### config.mk
export PLATFORM = sky130hd
export DESIGN_NAME = minmax_window_tracker_flat
export DESIGN_NICKNAME = d
export VERILOG_FILES = /design/src/rtl/minmax_pkg.sv /design/src/rtl/minmax_window_tracker_if.sv /design/src/rtl/cmp_core.sv /design/src/rtl/minmax_window_tracker.sv /design/src/flat_wrapper.sv
export SDC_FILE = /design/constraint.sdc
export NUM_CORES = 1
export LEC_CHECK = 0
export ABC_CLOCK_PERIOD_IN_PS = 2500
export BUFFER_PORTS_ARGS = -buffer_cell sky130_fd_sc_hd__buf_2
export CORE_MARGIN = 5
export CORE_UTILIZATION = 45
export DETAILED_ROUTE_END_ITERATION = 12
export GPL_TIMING_DRIVEN = 1
export PLACE_DENSITY = 0.71
export SYNTH_ARGS = -nofsm -noshare
export SYNTH_HDL_FRONTEND = slang
export SYNTH_SLANG_ARGS = --single-unit
### constraint.sdc
create_clock -name clk -period 2.5 [get_ports clk]
set_input_delay 0.25 -clock clk [delete_from_list [all_inputs] [get_ports clk]]
set_output_delay 0.25 -clock clk [all_outputs]
set_load 0.05 [all_outputs]
### src/rtl/minmax_pkg.sv
// Shared types for the min/max window tracker: compare result and window state encodings.
package minmax_pkg;

    typedef enum logic [1:0] {
        CMP_NONE = 2'd0,
        CMP_EQ   = 2'd1,
        CMP_GT   = 2'd2,
        CMP_LT   = 2'd3
    } cmp_res_t;

    typedef enum logic {
        ST_EMPTY = 1'b0,
        ST_ACCUM = 1'b1
    } state_t;

    // Collapse the three comparator flags into a single result code.
    function automatic cmp_res_t to_cmp_res(input logic eq, input logic gt, input logic lt);
        if (eq) begin
            return CMP_EQ;
        end else if (gt) begin
            return CMP_GT;
        end else if (lt) begin
            return CMP_LT;
        end
        return CMP_NONE;
    endfunction

endpackage

### src/rtl/minmax_window_tracker_if.sv
// Sample stream and result bus of the min/max window tracker.
// Index outputs exist only when MINMAX_IDX_EN is defined.
interface minmax_window_tracker_if #(
    parameter int unsigned WIDTH   = 8,
    parameter int unsigned WIN_LEN = 16
) ();

    logic             in_valid;
    logic [WIDTH-1:0] in_data;
    logic             signed_mode;
    logic             clear;
    logic             out_valid;
    logic [WIDTH-1:0] out_min;
    logic [WIDTH-1:0] out_max;
    logic             cmp_eq;
    logic             cmp_gt;
    logic             cmp_lt;
`ifdef MINMAX_IDX_EN
    logic [$clog2(WIN_LEN)-1:0] out_min_idx;
    logic [$clog2(WIN_LEN)-1:0] out_max_idx;
`endif

    modport master (
        output in_valid, in_data, signed_mode, clear,
`ifdef MINMAX_IDX_EN
        input  out_min_idx, out_max_idx,
`endif
        input  out_valid, out_min, out_max, cmp_eq, cmp_gt, cmp_lt
    );

    modport slave (
        input  in_valid, in_data, signed_mode, clear,
`ifdef MINMAX_IDX_EN
        output out_min_idx, out_max_idx,
`endif
        output out_valid, out_min, out_max, cmp_eq, cmp_gt, cmp_lt
    );

endinterface

### src/rtl/cmp_core.sv
// Combinational signed/unsigned magnitude compare via a WIDTH+1 extend-and-subtract.
module cmp_core #(
    parameter int unsigned WIDTH = 8
) (
    input  logic [WIDTH-1:0] a,
    input  logic [WIDTH-1:0] b,
    input  logic             signed_mode,
    output logic             eq,
    output logic             gt,
    output logic             lt
);

    logic [WIDTH:0] a_ext;
    logic [WIDTH:0] b_ext;
    logic [WIDTH:0] diff;

    // One extra bit holds the full difference range, so its MSB is the true sign.
    assign a_ext = {signed_mode & a[WIDTH-1], a};
    assign b_ext = {signed_mode & b[WIDTH-1], b};
    assign diff  = a_ext - b_ext;

    assign eq = (diff == '0);
    assign lt = diff[WIDTH];
    assign gt = ~eq & ~diff[WIDTH];

endmodule

### src/rtl/minmax_window_tracker.sv
// Running min/max over non-overlapping WIN_LEN-sample windows plus sample-to-sample compare flags.
// Define MINMAX_IDX_EN to also report the in-window position of each extreme.
module minmax_window_tracker
    import minmax_pkg::*;
#(
    parameter int unsigned WIDTH   = 8,
    parameter int unsigned WIN_LEN = 16
) (
    input logic                    clk,
    input logic                    rst,
    minmax_window_tracker_if.slave bus
);

    localparam int unsigned CntW = $clog2(WIN_LEN) + 1;
`ifdef MINMAX_IDX_EN
    localparam int unsigned IdxW = $clog2(WIN_LEN);
`endif

    state_t           state_q, state_d;
    logic [CntW-1:0]  count_q, count_d;
    logic             win_mode_q, win_mode_d;
    logic [WIDTH-1:0] run_min_q, run_min_d;
    logic [WIDTH-1:0] run_max_q, run_max_d;
    logic [WIDTH-1:0] prev_q, prev_d;
    logic             prev_valid_q, prev_valid_d;
    cmp_res_t         cmp_q, cmp_d;
    logic             out_valid_q, out_valid_d;
    logic [WIDTH-1:0] out_min_q, out_min_d;
    logic [WIDTH-1:0] out_max_q, out_max_d;
`ifdef MINMAX_IDX_EN
    logic [IdxW-1:0]  run_min_idx_q, run_min_idx_d;
    logic [IdxW-1:0]  run_max_idx_q, run_max_idx_d;
    logic [IdxW-1:0]  out_min_idx_q, out_min_idx_d;
    logic [IdxW-1:0]  out_max_idx_q, out_max_idx_d;
`endif

    logic min_eq, min_gt, min_lt;
    logic max_eq, max_gt, max_lt;
    logic prv_eq, prv_gt, prv_lt;
    logic eff_mode;
    logic new_min, new_max, last_sample;

    // The first sample of a window compares under the mode being latched with it.
    assign eff_mode = (state_q == ST_EMPTY) ? bus.signed_mode : win_mode_q;

    cmp_core #(.WIDTH(WIDTH)) u_cmp_min (
        .a           (bus.in_data),
        .b           (run_min_q),
        .signed_mode (win_mode_q),
        .eq          (min_eq),
        .gt          (min_gt),
        .lt          (min_lt)
    );

    cmp_core #(.WIDTH(WIDTH)) u_cmp_max (
        .a           (bus.in_data),
        .b           (run_max_q),
        .signed_mode (win_mode_q),
        .eq          (max_eq),
        .gt          (max_gt),
        .lt          (max_lt)
    );

    cmp_core #(.WIDTH(WIDTH)) u_cmp_prev (
        .a           (bus.in_data),
        .b           (prev_q),
        .signed_mode (eff_mode),
        .eq          (prv_eq),
        .gt          (prv_gt),
        .lt          (prv_lt)
    );

    assign new_min     = (to_cmp_res(min_eq, min_gt, min_lt) == CMP_LT);
    assign new_max     = (to_cmp_res(max_eq, max_gt, max_lt) == CMP_GT);
    assign last_sample = (count_q == CntW'(WIN_LEN - 1));

    always_comb begin
        state_d      = state_q;
        count_d      = count_q;
        win_mode_d   = win_mode_q;
        run_min_d    = run_min_q;
        run_max_d    = run_max_q;
        prev_d       = prev_q;
        prev_valid_d = prev_valid_q;
        cmp_d        = cmp_q;
        out_valid_d  = 1'b0;
        out_min_d    = out_min_q;
        out_max_d    = out_max_q;
`ifdef MINMAX_IDX_EN
        run_min_idx_d = run_min_idx_q;
        run_max_idx_d = run_max_idx_q;
        out_min_idx_d = out_min_idx_q;
        out_max_idx_d = out_max_idx_q;
`endif
        if (bus.clear) begin
            state_d      = ST_EMPTY;
            count_d      = '0;
            prev_valid_d = 1'b0;
            cmp_d        = CMP_NONE;
        end else if (bus.in_valid) begin
            prev_d       = bus.in_data;
            prev_valid_d = 1'b1;
            cmp_d        = prev_valid_q ? to_cmp_res(prv_eq, prv_gt, prv_lt) : CMP_NONE;
            if (state_q == ST_EMPTY) begin
                state_d    = ST_ACCUM;
                count_d    = CntW'(1);
                win_mode_d = bus.signed_mode;
                run_min_d  = bus.in_data;
                run_max_d  = bus.in_data;
`ifdef MINMAX_IDX_EN
                run_min_idx_d = '0;
                run_max_idx_d = '0;
`endif
            end else begin
                if (new_min) begin
                    run_min_d = bus.in_data;
`ifdef MINMAX_IDX_EN
                    run_min_idx_d = count_q[IdxW-1:0];
`endif
                end
                if (new_max) begin
                    run_max_d = bus.in_data;
`ifdef MINMAX_IDX_EN
                    run_max_idx_d = count_q[IdxW-1:0];
`endif
                end
                if (last_sample) begin
                    state_d     = ST_EMPTY;
                    count_d     = '0;
                    out_valid_d = 1'b1;
                    out_min_d   = run_min_d;
                    out_max_d   = run_max_d;
`ifdef MINMAX_IDX_EN
                    out_min_idx_d = run_min_idx_d;
                    out_max_idx_d = run_max_idx_d;
`endif
                end else begin
                    count_d = count_q + CntW'(1);
                end
            end
        end
    end

    always_ff @(posedge clk) begin
        if (rst) begin
            state_q      <= ST_EMPTY;
            count_q      <= '0;
            win_mode_q   <= 1'b0;
            run_min_q    <= '0;
            run_max_q    <= '0;
            prev_q       <= '0;
            prev_valid_q <= 1'b0;
            cmp_q        <= CMP_NONE;
            out_valid_q  <= 1'b0;
            out_min_q    <= '0;
            out_max_q    <= '0;
`ifdef MINMAX_IDX_EN
            run_min_idx_q <= '0;
            run_max_idx_q <= '0;
            out_min_idx_q <= '0;
            out_max_idx_q <= '0;
`endif
        end else begin
            state_q      <= state_d;
            count_q      <= count_d;
            win_mode_q   <= win_mode_d;
            run_min_q    <= run_min_d;
            run_max_q    <= run_max_d;
            prev_q       <= prev_d;
            prev_valid_q <= prev_valid_d;
            cmp_q        <= cmp_d;
            out_valid_q  <= out_valid_d;
            out_min_q    <= out_min_d;
            out_max_q    <= out_max_d;
`ifdef MINMAX_IDX_EN
            run_min_idx_q <= run_min_idx_d;
            run_max_idx_q <= run_max_idx_d;
            out_min_idx_q <= out_min_idx_d;
            out_max_idx_q <= out_max_idx_d;
`endif
        end
    end

    assign bus.out_valid = out_valid_q;
    assign bus.out_min   = out_min_q;
    assign bus.out_max   = out_max_q;
    assign bus.cmp_eq    = (cmp_q == CMP_EQ);
    assign bus.cmp_gt    = (cmp_q == CMP_GT);
    assign bus.cmp_lt    = (cmp_q == CMP_LT);
`ifdef MINMAX_IDX_EN
    assign bus.out_min_idx = out_min_idx_q;
    assign bus.out_max_idx = out_max_idx_q;
`endif

endmodule
### src/flat_wrapper.sv
// flat-port wrapper written by rule: the top's interface ports become plain ports
module minmax_window_tracker_flat import minmax_pkg::*;
#(
    parameter int unsigned WIDTH   = 8,
    parameter int unsigned WIN_LEN = 16
)
  (clk, rst, bus_in_valid, bus_in_data, bus_signed_mode, bus_clear, bus_out_valid, bus_out_min, bus_out_max, bus_cmp_eq, bus_cmp_gt, bus_cmp_lt);
  minmax_window_tracker_if #(.WIDTH(WIDTH), .WIN_LEN(WIN_LEN)) bus_i ();
  input logic clk;
  input logic rst;
  input wire logic [$bits(bus_i.in_valid)-1:0] bus_in_valid;
  input wire logic [$bits(bus_i.in_data)-1:0] bus_in_data;
  input wire logic [$bits(bus_i.signed_mode)-1:0] bus_signed_mode;
  input wire logic [$bits(bus_i.clear)-1:0] bus_clear;
  output wire logic [$bits(bus_i.out_valid)-1:0] bus_out_valid;
  output wire logic [$bits(bus_i.out_min)-1:0] bus_out_min;
  output wire logic [$bits(bus_i.out_max)-1:0] bus_out_max;
  output wire logic [$bits(bus_i.cmp_eq)-1:0] bus_cmp_eq;
  output wire logic [$bits(bus_i.cmp_gt)-1:0] bus_cmp_gt;
  output wire logic [$bits(bus_i.cmp_lt)-1:0] bus_cmp_lt;
  assign bus_i.in_valid = bus_in_valid;
  assign bus_i.in_data = bus_in_data;
  assign bus_i.signed_mode = bus_signed_mode;
  assign bus_i.clear = bus_clear;
  assign bus_out_valid = bus_i.out_valid;
  assign bus_out_min = bus_i.out_min;
  assign bus_out_max = bus_i.out_max;
  assign bus_cmp_eq = bus_i.cmp_eq;
  assign bus_cmp_gt = bus_i.cmp_gt;
  assign bus_cmp_lt = bus_i.cmp_lt;
  minmax_window_tracker #(.WIDTH(WIDTH), .WIN_LEN(WIN_LEN)) u_core (.clk(clk), .rst(rst), .bus(bus_i));
endmodule
* Yosys cells after proc, flatten, opt, wreduce, memory -nomap -nowiden
Index checks and enable logic that the tools add are counted.
** Word-level totals
- Register bits after elaboration :: 51
- Input bits :: 13
** Operators by class
- Bitwise logic cells :: 17
- $add $sub $neg :: 4
- Mux-type cells :: 34
- Reductions and logical operators :: 7
- Eq/ne operators :: 6
** Operators with widths (number)
- 8-bit two-way mux :: 4
- 9-bit logical NOT :: 3
- 9-bit subtractor :: 3
- 2-bit two-way mux :: 13
- 1-bit two-way mux :: 15
- 5-bit two-way mux :: 2
- 1-bit NOT :: 9
- 1-bit bitwise AND :: 8
- 2-bit equality test (second input constant) :: 4
- 5-bit by 1-bit adder with 5-bit output (second input constant) :: 1
- 5-bit by 4-bit equality test with 1-bit output (second input constant) :: 1
- 4-bit AND reduction :: 1
- 4-bit OR reduction :: 1
- 2-bit by 1-bit equality test with 1-bit output (second input constant) :: 1
- 2-bit AND reduction :: 1
- 2-bit OR reduction :: 1

* Depth between registers and ports, before layout
Gate-level depths: netlist of the first run.
- Depth in word-level cells :: 12
- Depth in mapped cells :: 10
- Gate-level depth less buffers :: 8

* Hierarchy
Synthesis of the first run repeated with hierarchy kept, for this count alone.
** Unflattened totals
- Cells, all modules :: 402
- Area total of the unflattened synthesis :: 3462.1 um^2
** By module, submodules not included
- minmax_window_tracker :: cells an instance 221, sequential area each 1021.0 um^2, area an instance 2077.0 um^2, instances 1
- cmp_core (u_core.u_cmp_min ...) :: cells an instance 58, sequential area each 0.0 um^2, area an instance 456.7 um^2, instances 2
- cmp_core (u_core.u_cmp_max) :: cells an instance 65, sequential area each 0.0 um^2, area an instance 471.7 um^2, instances 1

* Worst setup path before layout of the first run
No wires, ideal clock.
- Path type :: reg-to-reg
- Start point :: register u_core.run_max_q[5]
- End point :: register u_core.out_max_q[5] (netlist: u_core.bus.out_max[5])
- Slack :: 0.208 ns
- Stages on the path, launching flop included :: 10
- Buffers on the path :: 1
- Period minus slack after synthesis :: 2.292 ns
- Data arrival time :: 2.168 ns
- Setup time :: 0.124 ns
- Path through :: dfxtp_1 inv_1 ha_1 nor2b_1 a311oi_2 a21oi_2 or4_4 buf_6 a211oi_2 nor3_1
** Between the ends
- Longest elaborated chain between the ends :: 9
- Elaborated cells on any way between the ends :: 13
- Those cells by class :: add/sub (1); eq/ne (1); mux (7); bitwise (3); reduce/logical (1)
** Ends and longest elaborated chain
- start, declared :: line minmax_window_tracker.sv:23 : logic [WIDTH-1:0] run_max_q, run_max_d;
- start signal, assigned :: line minmax_window_tracker.sv:168 : run_max_q <= run_max_d;
- 9-bit subtractor :: line cmp_core.sv:20 : assign diff = a_ext - b_ext;
- 9-bit logical NOT :: line cmp_core.sv:22 : assign eq = (diff == '0);
- 1-bit NOT :: line cmp_core.sv:24 : assign gt = ~eq & ~diff[WIDTH];
- 1-bit bitwise AND :: line cmp_core.sv:24
- 2-bit two-way mux / 1-bit two-way mux (equally long branches) :: line minmax_pkg.sv:20 : end else if (gt) begin
- 2-bit two-way mux / 1-bit two-way mux (equally long branches) :: line minmax_pkg.sv:18 : if (eq) begin
- 2-bit two-way mux :: line minmax_pkg.sv:25 : return CMP_NONE;
- 2-bit equality test :: line minmax_window_tracker.sv:74 : assign new_max = (to_cmp_res(max_eq, max_gt, max_lt) == CMP_GT);
- 8-bit two-way mux * :: line minmax_window_tracker.sv:121 : if (new_max) begin
- end signal, assigned :: line minmax_window_tracker.sv:174 : out_max_q <= out_max_d;
- end, declared :: line minmax_window_tracker.sv:29 : logic [WIDTH-1:0] out_max_q, out_max_d;
Mark *: on every way between the ends. The rest lies on a longest branch, timed or not.
A chain may end at the register's enable or synchronous reset.

* Worst setup path after layout of the first run
- Start point :: register u_core.run_max_q[5]
- End point :: register u_core.out_max_q[7] (netlist: u_core.bus.out_max[7])
** Between the ends
- Longest elaborated chain between the ends :: 9
- Elaborated cells on any way between the ends :: 13
- Those cells by class :: add/sub (1); eq/ne (1); mux (7); bitwise (3); reduce/logical (1)
** Ends and longest elaborated chain (line)
- 9-bit subtractor * :: cmp_core.sv:20
- 9-bit logical NOT :: cmp_core.sv:22
- 1-bit NOT :: cmp_core.sv:24
- 1-bit bitwise AND :: cmp_core.sv:24
- 2-bit two-way mux / 1-bit two-way mux (equally long branches) :: minmax_pkg.sv:20
- 2-bit two-way mux / 1-bit two-way mux (equally long branches) :: minmax_pkg.sv:18
- 2-bit two-way mux * :: minmax_pkg.sv:25
- 2-bit equality test * :: minmax_window_tracker.sv:74
- 8-bit two-way mux * :: minmax_window_tracker.sv:121
Marked as above.

==> results_dict.tcl, run 1 <==
set metrics [dict create \
    status "completed" \
    final_layout_size_suffix_gt1_share_pct 18.6 \
    cts_repair_resize_count 0 \
    worst_slew_margin_rel_pct 63.0 \
    routed_wirelength_um 8950 \
    yosys-top-cells-count "dfxtp_1 (51), nand2_1 (50), o21ai_0 (34)" \
    ys_warn_count 0 \
    io-pin-count 33 \
    dominantRegCellSynth "dfxtp_1" \
    timing.final.crit_period_ns 2.37 \
    fin_setup_tns_ns 0 \
    number_of_nets_in_the_layout 488 \
    cts_hold_buffers 0 \
    hold_viol 0 \
    cts_buffers 5 \
    place_hpwl_um 6670 \
    insertedDiodeCount 0 \
    postCtsSetupBuffers 0 \
    portBuffers 32 \
    synth.yosys.seq_area_share_pct 30.7 \
    hold_path.startpoint "bus_signed_mode" \
    antenna_found_initial 0 \
    worst_ir_drop_vdd_uv 223 \
    via_count_of_the_first_global_routing_pass 2968 \
    synth_edf_count 0 \
    coreArea_mm2 0.00721 \
    ys_ff_latch 51 \
    timing.critical_path.from "u_core.run_max_q[5]$_SDFFE_PP0P_" \
    dp.cells 542 \
    global_route.usage.total_pct 20.4 \
    finalHoldWorstSlack_ns 0.190 \
    synth-async-reset-ratio_pct 0 \
    drc 0 \
    synth_cell_types 55 \
    dr_total_vias 3214 \
    r2r.worst_path.cells 8 \
    clkSlewWorstSetupHoldPaths_ns 0.10 \
    drt.antenna.violating_nets 0 \
    cts_num_sinks 51 \
    cp-end-kind "register" \
    die_width_um 96.0 \
    die-area_mm2 0.00922 \
    report.final.setup_viol 0 \
    synthesis.area_mm2 0.00333 \
    rsz0062_at_grt "no" \
    htreeDepth 2 \
    post-route-period-util_pct 94.7 \
    netlist_instances 412 \
    crit_chain "inv_1 -> ha_1 -> nor2b_1 -> a311oi_2 -> a21oi_2 -> or4_4 -> a211oi_2 -> nor3_1" \
    post-synth-top-area-fraction_pct 30.7 \
    clock_latency_on_the_worst_skew_pair_ns 0.31 \
    final_design_area_no_fill_mm2 0.00380 \
    critical_register_to_register_path_startpoint "u_core.run_max_q[5]$_SDFFE_PP0P_" \
    kind_of_cell_adding_the_most_delay_to_the_critical_path "simple AND/OR/NAND/NOR gates" \
    first_drt_iteration_drcs 232 \
    finalMaxSlewViolations 0 \
    power.density_cell_area_mw_per_mm2 497 \
    regToRegSetupSlack_ns 0.13 \
    ctsRootBufferMaster "clkbuf_8" \
    layout.cells.non_filler 550 \
    placement_rows 31 \
    hold_path_class "input port to register" \
    fin_util_pct 52.7 \
    rr_endpoint "u_core.bus.out_max[7]$_SDFFE_PP0P_" \
    critical_path.max_fanout 8 \
    grt_first_pass_wirelength_um 14800 \
    cp-endpoint "u_core.bus.out_max[7]$_SDFFE_PP0P_" \
    crit_path_top_delay_cell "or4_4" \
    critical_path.max_stage_delay_ns 0.61 \
    total_power_mw 1.89 \
    syn_nets 450 \
    die-height_um 96.0 \
    grt_max_degree 36 \
    grt_overflow 0 \
    worst_ep_arrival_time_ns 2.57 \
    place_area_mm2 0.00370 \
    final.setup.worst_slack_ns 0.132 \
    drv_cap 0 \
    synth.largest_area_cell "dfxtp_1" \
    pre_cts_ws_ns 0.141 \
    critical_path_buf_inv_count 1 \
    route.detailed.vias_per_inst 5.84 \
    clock.fmax_mhz 422 \
    leakagePower_nw 1.52 \
    wl_per_cell_um 16.3 \
    syn_avg_cell_area_um2 8.08 \
    synth.most_common_cell "dfxtp_1" \
    cts_tree "built" \
    synth.top_cells.by_area "dfxtp_1 (31%), ha_1 (9.4%), nand2_1 (5.6%)" \
    critical_path_class "register to register" \
    startpoint_type "register" \
    cts.path.max_buffers 2 \
    layout-area-overhead-vs-synth_pct 14.1 \
    initial_utilization_pct 46.2 \
    tightestPinTransition_ns 0.555 \
    worstSetupPathDepth 8 \
    skew_ns 0.0124 \
    critical_path_required_ns 2.71 \
    routabilityCongestion 0.913 \
    detailedRoute.firstPassIterationCount 5 \
    hold_path_cell_cnt 3 \
]
cell type report:
cell class | instances | area, µm²
Tap cell | 99 | 124
Sequential cell | 51 | 1020
Timing Repair Buffer | 56 | 365
Inverter | 30 | 113
Clock inverter | 1 | 8.76
Clock buffer | 7 | 86.3
Multi-Input combinational cell | 306 | 2080
Fill cell | 669 | 3410
cells in the final DEF (no fill, tap or decap), types with 2 or more instances in the layout:
cell type	instances
xnor2_1	2
o21ai_1	6
a21o_1	4
nor3_1	6
buf_2	32
o21ai_0	34
and2_1	2
o211ai_1	5
nand2_1	50
a211oi_2	3
a21oi_1	19
a31oi_1	23
dfxtp_1	50
a211o_1	2
nor2_1	16
o311ai_2	8
buf_4	22
nand3_1	20
a221oi_1	2
nor4b_1	7
inv_1	29
xor2_1	3
o21a_1	5
or4_1	10
ha_1	25
nor4_1	4
o22ai_1	2
mux2i_1	8
nand2b_1	4
clkbuf_8	6
buf_12	2
nor2b_1	8
and3_1	4
or3_1	2
o2111ai_1	4
kinds of logic (layout without fill, tap and decap cells):
group                    after synthesis  count (layout)  synth area share [%]
XOR/XNOR                               5               5                  1.32
AND/OR/NAND/NOR                      139             139                  21.9
buffers and inverters                 55              94                  6.87
flip-flops                            51              51                  30.7
adder cells (fa/ha/maj)               25              25                  9.39
AO/OA/AOI/OAI                        129             129                  27.5
multiplexers                           8               8                  2.40
how the worst min path moves through the flow:
| stage | to |
|---|---|
| 2_1_floorplan | u_core.prev_q[1]$_SDFFE_PP0P_ |
| 3_3_place_gp | u_core.prev_valid_q$_SDFFE_PP0P_ |
| 3_5_place_dp | u_core.prev_q[1]$_SDFFE_PP0P_ |
| 4_1_cts | u_core.win_mode_q$_SDFFE_PP0P_ |
| 5_1_grt | u_core.win_mode_q$_SDFFE_PP0P_ |
| 6_report | u_core.win_mode_q$_SDFFE_PP0P_ |
worst register-to-register path, delay by kind of cell, from the launching register on:
family / cells / cell delay (ns)
AO/OA/AOI/OAI: 3 / 0.60
adder cells (fa/ha/maj): 1 / 0.37
buffers and inverters: 1 / 0.05
flip-flops: 1 / 0.37
AND/OR/NAND/NOR: 3 / 0.88
registers in the layout, summed over array words and instances, names as in the netlist:
| signal | flops |
|---|---|
| u_core.bus.out_min | 8 |
| u_core.state_q | 1 |
| u_core.win_mode_q | 1 |
| u_core.bus.out_max | 8 |
| u_core.prev_q | 8 |
| u_core.run_max_q | 8 |
| u_core.run_min_q | 8 |
| u_core.cmp_q | 2 |
| u_core.bus.out_valid | 1 |
| u_core.prev_valid_q | 1 |
| u_core.count_q | 5 |
power by group:
| part | leakage (nW) | total [mW] | switching [mW] | internal (mW) |
|---|---|---|---|---|
| logic | 1.06 | 0.506 | 0.308 | 0.198 |
| registers | 0.415 | 0.867 | 0.0252 | 0.841 |
| clock network | 0.0484 | 0.514 | 0.287 | 0.228 |
| total | 1.52 | 1.89 | 0.620 | 1.27 |
routing by layer:
metal / track usage, % / wire [µm] / part of all wire, %
met5: 0 / 0 / 0
met4: 7.70 / 202 / 2.3
met3: 3.91 / 547 / 6.1
met2: 32.3 / 4050 / 45
met1: 27.4 / 4150 / 46
No activity file was read; power rests on OpenSTA's default activity.
==> run 2, diff against run 1 <==
--- a/config.mk
+++ b/config.mk
@@ -5,6 +5,7 @@
 export SDC_FILE = /design/constraint.sdc
 export NUM_CORES = 1
 export LEC_CHECK = 0
+export ABC_AREA = 1
 export ABC_CLOCK_PERIOD_IN_PS = 2500
 export BUFFER_PORTS_ARGS = -buffer_cell sky130_fd_sc_hd__buf_2
 export CORE_MARGIN = 5
==> results_dict.tcl, run 2 <==
set metrics [dict create \
    status "completed" \
    regToRegSetupSlack_ns 0.41 \
    worst_ir_drop_vdd_uv 300 \
    final.fill_count 734 \
    worst_slew_margin_rel_pct 51.6 \
    post_synthesis_xor_xnor_area_fraction_pct 0.536 \
    total_power_mw 1.93 \
    die-area_mm2 0.00907 \
    antenna_found_initial 0 \
    synth_edf_count 0 \
    hold_viol 0 \
    htreeDepth 2 \
    synth.yosys.seq_area_share_pct 31.2 \
    detailedRoute.firstPassIterationCount 5 \
    critical_path.max_fanout 9 \
    io-pin-count 33 \
    tightestPinTransition_ns 0.725 \
    via_count_of_the_first_global_routing_pass 2955 \
    route.detailed.vias_per_inst 5.18 \
    portBuffers 32 \
    synth_simple_gate_area_share_pct 32.4 \
    synth.largest_area_cell "dfxtp_1" \
    dr_total_vias 3279 \
    coreArea_mm2 0.00718 \
    yosys-top-cells-count "nand2_1 (121), inv_1 (77), a21oi_1 (55)" \
    clock_latency_on_the_worst_skew_pair_ns 0.30 \
    critical_register_to_register_path_startpoint "u_core.run_max_q[6]$_SDFFE_PP0P_" \
    grt_first_pass_wirelength_um 13800 \
    routed_wirelength_um 8390 \
    min_delay_worst_endpoint "u_core.count_q[4]$_SDFFE_PP0P_" \
    syn_nets 542 \
    mostFrequentLayoutCells "nand2_1 (121), inv_1 (77), a21oi_1 (55)" \
    cts_buffers 5 \
    cp-end-kind "register" \
    startpoint_type "register" \
    placement_rows 31 \
    first_drt_iteration_drcs 201 \
    fin_setup_tns_ns 0 \
    grt_overflow 0 \
    cts_hold_buffers 0 \
    dp.cells 625 \
    drc 0 \
    rr_endpoint "u_core.bus.out_max[6]$_SDFFE_PP0P_" \
    post-route-period-util_pct 83.4 \
    finalMaxSlewViolations 0 \
    synth_fa_ha_area_share_pct 9.57 \
    routabilityCongestion 0.915 \
    finalHoldWorstSlack_ns 0.194 \
    cts_num_sinks 51 \
    synth.top_cells.by_area "dfxtp_1 (31%), nand2_1 (14%), ha_1 (9.6%)" \
    drv_cap 0 \
    cts.path.max_buffers 2 \
    postCtsSetupBuffers 0 \
    power.density_cell_area_mw_per_mm2 531 \
    dominantRegCellSynth "dfxtp_1" \
    synth_compound_area_share_pct 15.3 \
    synthesis.area_mm2 0.00327 \
    final_layout_size_suffix_gt1_share_pct 11.6 \
    hold_path.startpoint "bus_in_valid" \
    global_route.usage.total_pct 19.1 \
    pre_cts_ws_ns 0.389 \
    synth_cell_types 33 \
    critical_path_class "register to register" \
    skew_ns 0.00343 \
    syn_avg_cell_area_um2 6.48 \
    ys_ff_latch 51 \
    grt_max_degree 33 \
    mostFrequentLayoutCell "nand2_1" \
    r2r.worst_path.cells 15 \
    synth.most_common_cell "nand2_1" \
    initial_utilization_pct 45.5 \
    largest_family_of_logic_cells_by_synthesized_area "simple AND/OR/NAND/NOR gates" \
    timing.final.crit_period_ns 2.09 \
    layout-area-overhead-vs-synth_pct 11.2 \
    synth_mux_area_share_pct 0.306 \
    place_hpwl_um 6340 \
    report.final.setup_viol 0 \
    ctsRootBufferMaster "clkbuf_8" \
    number_of_nets_in_the_layout 571 \
    cts_tree "built" \
    hold_path_cell_cnt 2 \
    insertedDiodeCount 0 \
    critical_path_required_ns 2.71 \
    clock.fmax_mhz 479 \
    wl_per_cell_um 13.3 \
    worst_ep_arrival_time_ns 2.30 \
    die-height_um 95.2 \
    die_width_um 95.2 \
    netlist_instances 504 \
    clkSlewWorstSetupHoldPaths_ns 0.09 \
    rsz0062_at_grt "no" \
    hold_path_class "input port to register" \
    sequential_cell_area_mm2 0.00102 \
    synth-async-reset-ratio_pct 0 \
    leakagePower_nw 1.82 \
    final.setup.worst_slack_ns 0.414 \
    area_occupied_by_multi_input_gates_mm2 0.00190 \
    post-synth-top-area-fraction_pct 31.2 \
    cts_repair_resize_count 0 \
    drt.antenna.violating_nets 0 \
    ys_warn_count 0 \
    layout.cells.non_filler 633 \
]
==> run 2: final cells by class <==
| cell class | count | area share (%) |
|---|---|---|
| Multi-Input combinational cell | 361 | 52.2 |
| Clock inverter | 3 | 1.21 |
| Sequential cell | 51 | 28.1 |
| Clock buffer | 5 | 1.89 |
| Timing Repair Buffer | 35 | 5.03 |
| Tap cell | 99 | 3.41 |
| Inverter | 79 | 8.16 |
==> run 2: routing by layer <==
metal / up-vias / global-route usage, % / share of wire, %
met2: 123 / 31.1 / 45
met1: 1477 / 26.2 / 47
met3: 16 / 3.16 / 6.9
li1: 1663 / - / -
met5: - / 0 / 0
met4: 0 / 4.93 / 1.4
==> run 2: logic make-up (layout without fill, tap and decap cells) <==
logic type / after synthesis / after routing
buffers and inverters: 92 / 122
muxes: 1 / 1
xor gates and xnor gates: 2 / 2
adders and majority gates: 25 / 25
AOI/OAI and AO/OA: 95 / 95
and+or+nand+nor: 238 / 238
DFF: 51 / 51
==> run 2: worst max-delay path by stage <==
stage	start	to	cells after the start
2_1_floorplan	u_core.run_max_q[6]$_SDFFE_PP0P_	u_core.bus.out_max[3]$_SDFFE_PP0P_	14
3_3_place_gp	bus_in_data[0]	u_core.bus.out_max[6]$_SDFFE_PP0P_	16
3_5_place_dp	bus_in_data[0]	u_core.bus.out_max[6]$_SDFFE_PP0P_	16
4_1_cts	u_core.run_max_q[6]$_SDFFE_PP0P_	u_core.bus.out_max[6]$_SDFFE_PP0P_	15
5_1_grt	u_core.run_max_q[6]$_SDFFE_PP0P_	u_core.bus.out_max[6]$_SDFFE_PP0P_	15
6_report	u_core.run_max_q[6]$_SDFFE_PP0P_	u_core.bus.out_max[6]$_SDFFE_PP0P_	15
==> run 2: worst max-delay path, cell delays in order, from the launching register on <==
cell,delay [ns]
dfxtp_1,0.34
inv_1,0.07
ha_1,0.36
inv_1,0.06
nand2_1,0.06
nand2_1,0.06
nor2_2,0.11
nand3_2,0.10
nor2_4,0.11
nand3_4,0.18
nand2_8,0.18
nand2_2,0.07
nand2_1,0.09
nand2_1,0.08
nand2_1,0.08
inv_1,0.04
==> run 2: report_power, final <==
part | switching, mW | leakage [nW] | internal [mW]
clock | 0.282 | 0.0581 | 0.298
sequential | 0.0166 | 0.416 | 0.842
combinational | 0.326 | 1.34 | 0.166
total | 0.624 | 1.82 | 1.31
==> run 2: per-stage QoR <==
step	util, %	cell area (µm²)
after CTS	50.6	3630
after floorplan	-	3270
after global placement	49.1	3520
final	50.6	3630
after detailed placement	49.1	3520
after global routing	50.6	3630
==> run 3, diff against run 2 <==
--- a/config.mk
+++ b/config.mk
@@ -6,13 +6,13 @@
 export NUM_CORES = 1
 export LEC_CHECK = 0
 export ABC_AREA = 1
-export ABC_CLOCK_PERIOD_IN_PS = 2500
+export ABC_CLOCK_PERIOD_IN_PS = 1800
 export BUFFER_PORTS_ARGS = -buffer_cell sky130_fd_sc_hd__buf_2
 export CORE_MARGIN = 5
 export CORE_UTILIZATION = 45
 export DETAILED_ROUTE_END_ITERATION = 12
 export GPL_TIMING_DRIVEN = 1
-export PLACE_DENSITY = 0.71
+export PLACE_DENSITY = 0.73
 export SYNTH_ARGS = -nofsm -noshare
 export SYNTH_HDL_FRONTEND = slang
 export SYNTH_SLANG_ARGS = --single-unit
==> constraint.sdc (replaced) <==
create_clock -name clk -period 1.8 [get_ports clk]
set_input_delay 0.18 -clock clk [delete_from_list [all_inputs] [get_ports clk]]
set_output_delay 0.18 -clock clk [all_outputs]
set_load 0.05 [all_outputs]
==> results_dict.tcl, run 3 (synthesized netlist as in run 2, its figures left out) <==
set metrics [dict create \
    grt_overflow 0 \
    cp-end-kind "register" \
    startpoint_type "register" \
    critical_path_buf_inv_count 2 \
    worst_ep_arrival_time_ns 2.18 \
    detailedRoute.firstPassIterationCount 5 \
    total_power_mw 2.92 \
    cts_buffers 5 \
    cts.path.max_buffers 2 \
    fin_util_pct 60.7 \
    routabilityCongestion 0.986 \
    post-route-period-util_pct 109 \
    tightestPinTransition_ns 0.704 \
    die-area_mm2 0.00907 \
    cp-endpoint "u_core.bus.out_max[6]$_SDFFE_PP0P_" \
    number_of_nets_in_the_layout 604 \
    rsz0062_at_grt "yes" \
    placement_rows 31 \
    coreArea_mm2 0.00718 \
    violations "setup timing" \
    critical_path_required_ns 2.02 \
    timing.critical_path.from "u_core.run_max_q[4]$_SDFFE_PP0P_" \
    status "finished, violations left" \
    io-pin-count 33 \
    mostFrequentLayoutCell "nand2_1" \
    route.detailed.vias_per_inst 5.34 \
    clkSlewWorstSetupHoldPaths_ns 0.11 \
    cts_num_sinks 51 \
    grt_util_met3_pct 3.71 \
    place_hpwl_um 6380 \
    htreeDepth 2 \
    drc 0 \
    layout-area-overhead-vs-synth_pct 33.3 \
    cts_tree "built" \
    crit_path_top_delay_cell "dfxtp_1" \
    critical_path.max_fanout 8 \
    crit_chain "inv_1 -> ha_4 -> a21oi_1 -> nand3_1 -> nand2_2 -> nand3_4 -> nand2_8 -> nand2_4 -> nand2_2 -> nand2_1 -> nand2_1 -> inv_1" \
    die_width_um 95.2 \
    ctsRootBufferMaster "clkbuf_8" \
    initial_utilization_pct 45.5 \
    global_route.usage.total_pct 21.2 \
    clock_latency_on_the_worst_skew_pair_ns 0.32 \
    worstSetupPathDepth 12 \
    final.fill_count 654 \
    drt.antenna.violating_nets 0 \
    worst_ir_drop_vdd_uv 443 \
    first_drt_iteration_drcs 194 \
    drv_cap 0 \
    routed_wirelength_um 10000 \
    mostFrequentLayoutCells "nand2_1 (94), inv_1 (67), nor2_1 (50)" \
    grt_max_degree 33 \
    skew_ns 0.00853 \
    globalRouteMet1Util_pct 27.9 \
    final.setup.worst_slack_ns -0.158 \
    leakagePower_nw 2.04 \
    critical_path.max_stage_delay_ns 0.33 \
    critical_path_class "register to register" \
    portBuffers 32 \
    timing.final.crit_period_ns 1.96 \
    regToRegSetupSlack_ns -0.16 \
    via_count_of_the_first_global_routing_pass 3240 \
    critical_register_to_register_path_startpoint "u_core.run_max_q[4]$_SDFFE_PP0P_" \
    r2r.worst_path.cells 12 \
    finalHoldWorstSlack_ns 0.124 \
    grt_first_pass_wirelength_um 15100 \
    layout.cells.non_filler 666 \
    wl_per_cell_um 15.0 \
    kind_of_cell_adding_the_most_delay_to_the_critical_path "simple AND/OR/NAND/NOR gates" \
    dp.cells 650 \
    final_layout_size_suffix_gt1_share_pct 32.8 \
    hold_viol 0 \
    worst_slew_margin_rel_pct 53.0 \
    report.final.setup_viol 16 \
    power.density_cell_area_mw_per_mm2 670 \
    fin_setup_tns_ns -1.41 \
    grt_met2_use_pct 33.3 \
    rr_endpoint "u_core.bus.out_max[6]$_SDFFE_PP0P_" \
    antenna_found_initial 0 \
    insertedDiodeCount 0 \
    die-height_um 95.2 \
    finalMaxSlewViolations 0 \
    hold_path_class "input port to register" \
    busiest_layer "met2" \
    dr_total_vias 3559 \
    clock.fmax_mhz 511 \
]
==> run 3: changes by cell type in the layout (fill, tap and decap cells not counted), sizes merged <==
cell,change
clkinvlp,+1
buf,+32
clkinv,-1
bufinv,-1
nand2,+1
inv,+1
==> run 3: area by class of cell <==
class,count,area [µm²],area share [%]
sequential,51,1030,23.7
tap,99,124,2.84
clock buffer,5,68.8,1.58
inverter,79,297,6.81
clock inverter,3,27.5,0.632
multi-input combinational,362,2360,54.2
timing repair buffer,67,443,10.2
==> run 3: metal layers <==
metal,up-vias,part of all wire [%]
met2,169,47
met4,0,4.9
met5,-,0
met1,1600,41
li1,1740,-
met3,50,7.3
==> run 3: worst register-to-register path, delay by kind of cell (launching register included) <==
family	cells	cell delay, ns
flip-flops	1	0.33
AND/OR/NAND/NOR	8	0.80
buffers and inverters	2	0.24
AO/OA/AOI/OAI	1	0.23
adder cells (fa/ha/maj)	1	0.26
==> run 3: power breakdown <==
group | total, mW | internal (mW) | switching [mW]
Sequential | 1.20 | 1.17 | 0.0262
Combinational | 1.00 | 0.397 | 0.607
Clock | 0.714 | 0.286 | 0.427
==> run 3: through the flow <==
step,area [µm²],setup slack (ns)
6_report,4360,-0.158
5_1_grt,4360,-0.201
4_1_cts,4060,-0.0312
3_5_place_dp,3720,-0.124
3_3_place_gp,3720,-0.0450
2_1_floorplan,3270,0.122
==> run 3: how the worst min path moves through the flow <==
stage / endpoint / cells after the start / from
floorplan: u_core.count_q[4]$_SDFFE_PP0P_ / 1 / bus_in_valid
global placement: u_core.count_q[4]$_SDFFE_PP0P_ / 2 / u_core.count_q[4]$_SDFFE_PP0P_
detailed placement: u_core.count_q[4]$_SDFFE_PP0P_ / 2 / u_core.count_q[4]$_SDFFE_PP0P_
CTS: u_core.count_q[4]$_SDFFE_PP0P_ / 2 / bus_in_valid
global route: u_core.count_q[4]$_SDFFE_PP0P_ / 2 / bus_in_valid
finish: u_core.count_q[4]$_SDFFE_PP0P_ / 2 / bus_in_valid
==> run 3: timing repair <==
item                       4_1_cts  5_1_grt
buffers inserted                 4        3
gates cloned                     1        0
setup endpoints to repair       28       34
hold buffers                     0        0
pin swaps                       26       25
gates resized for setup         48       63
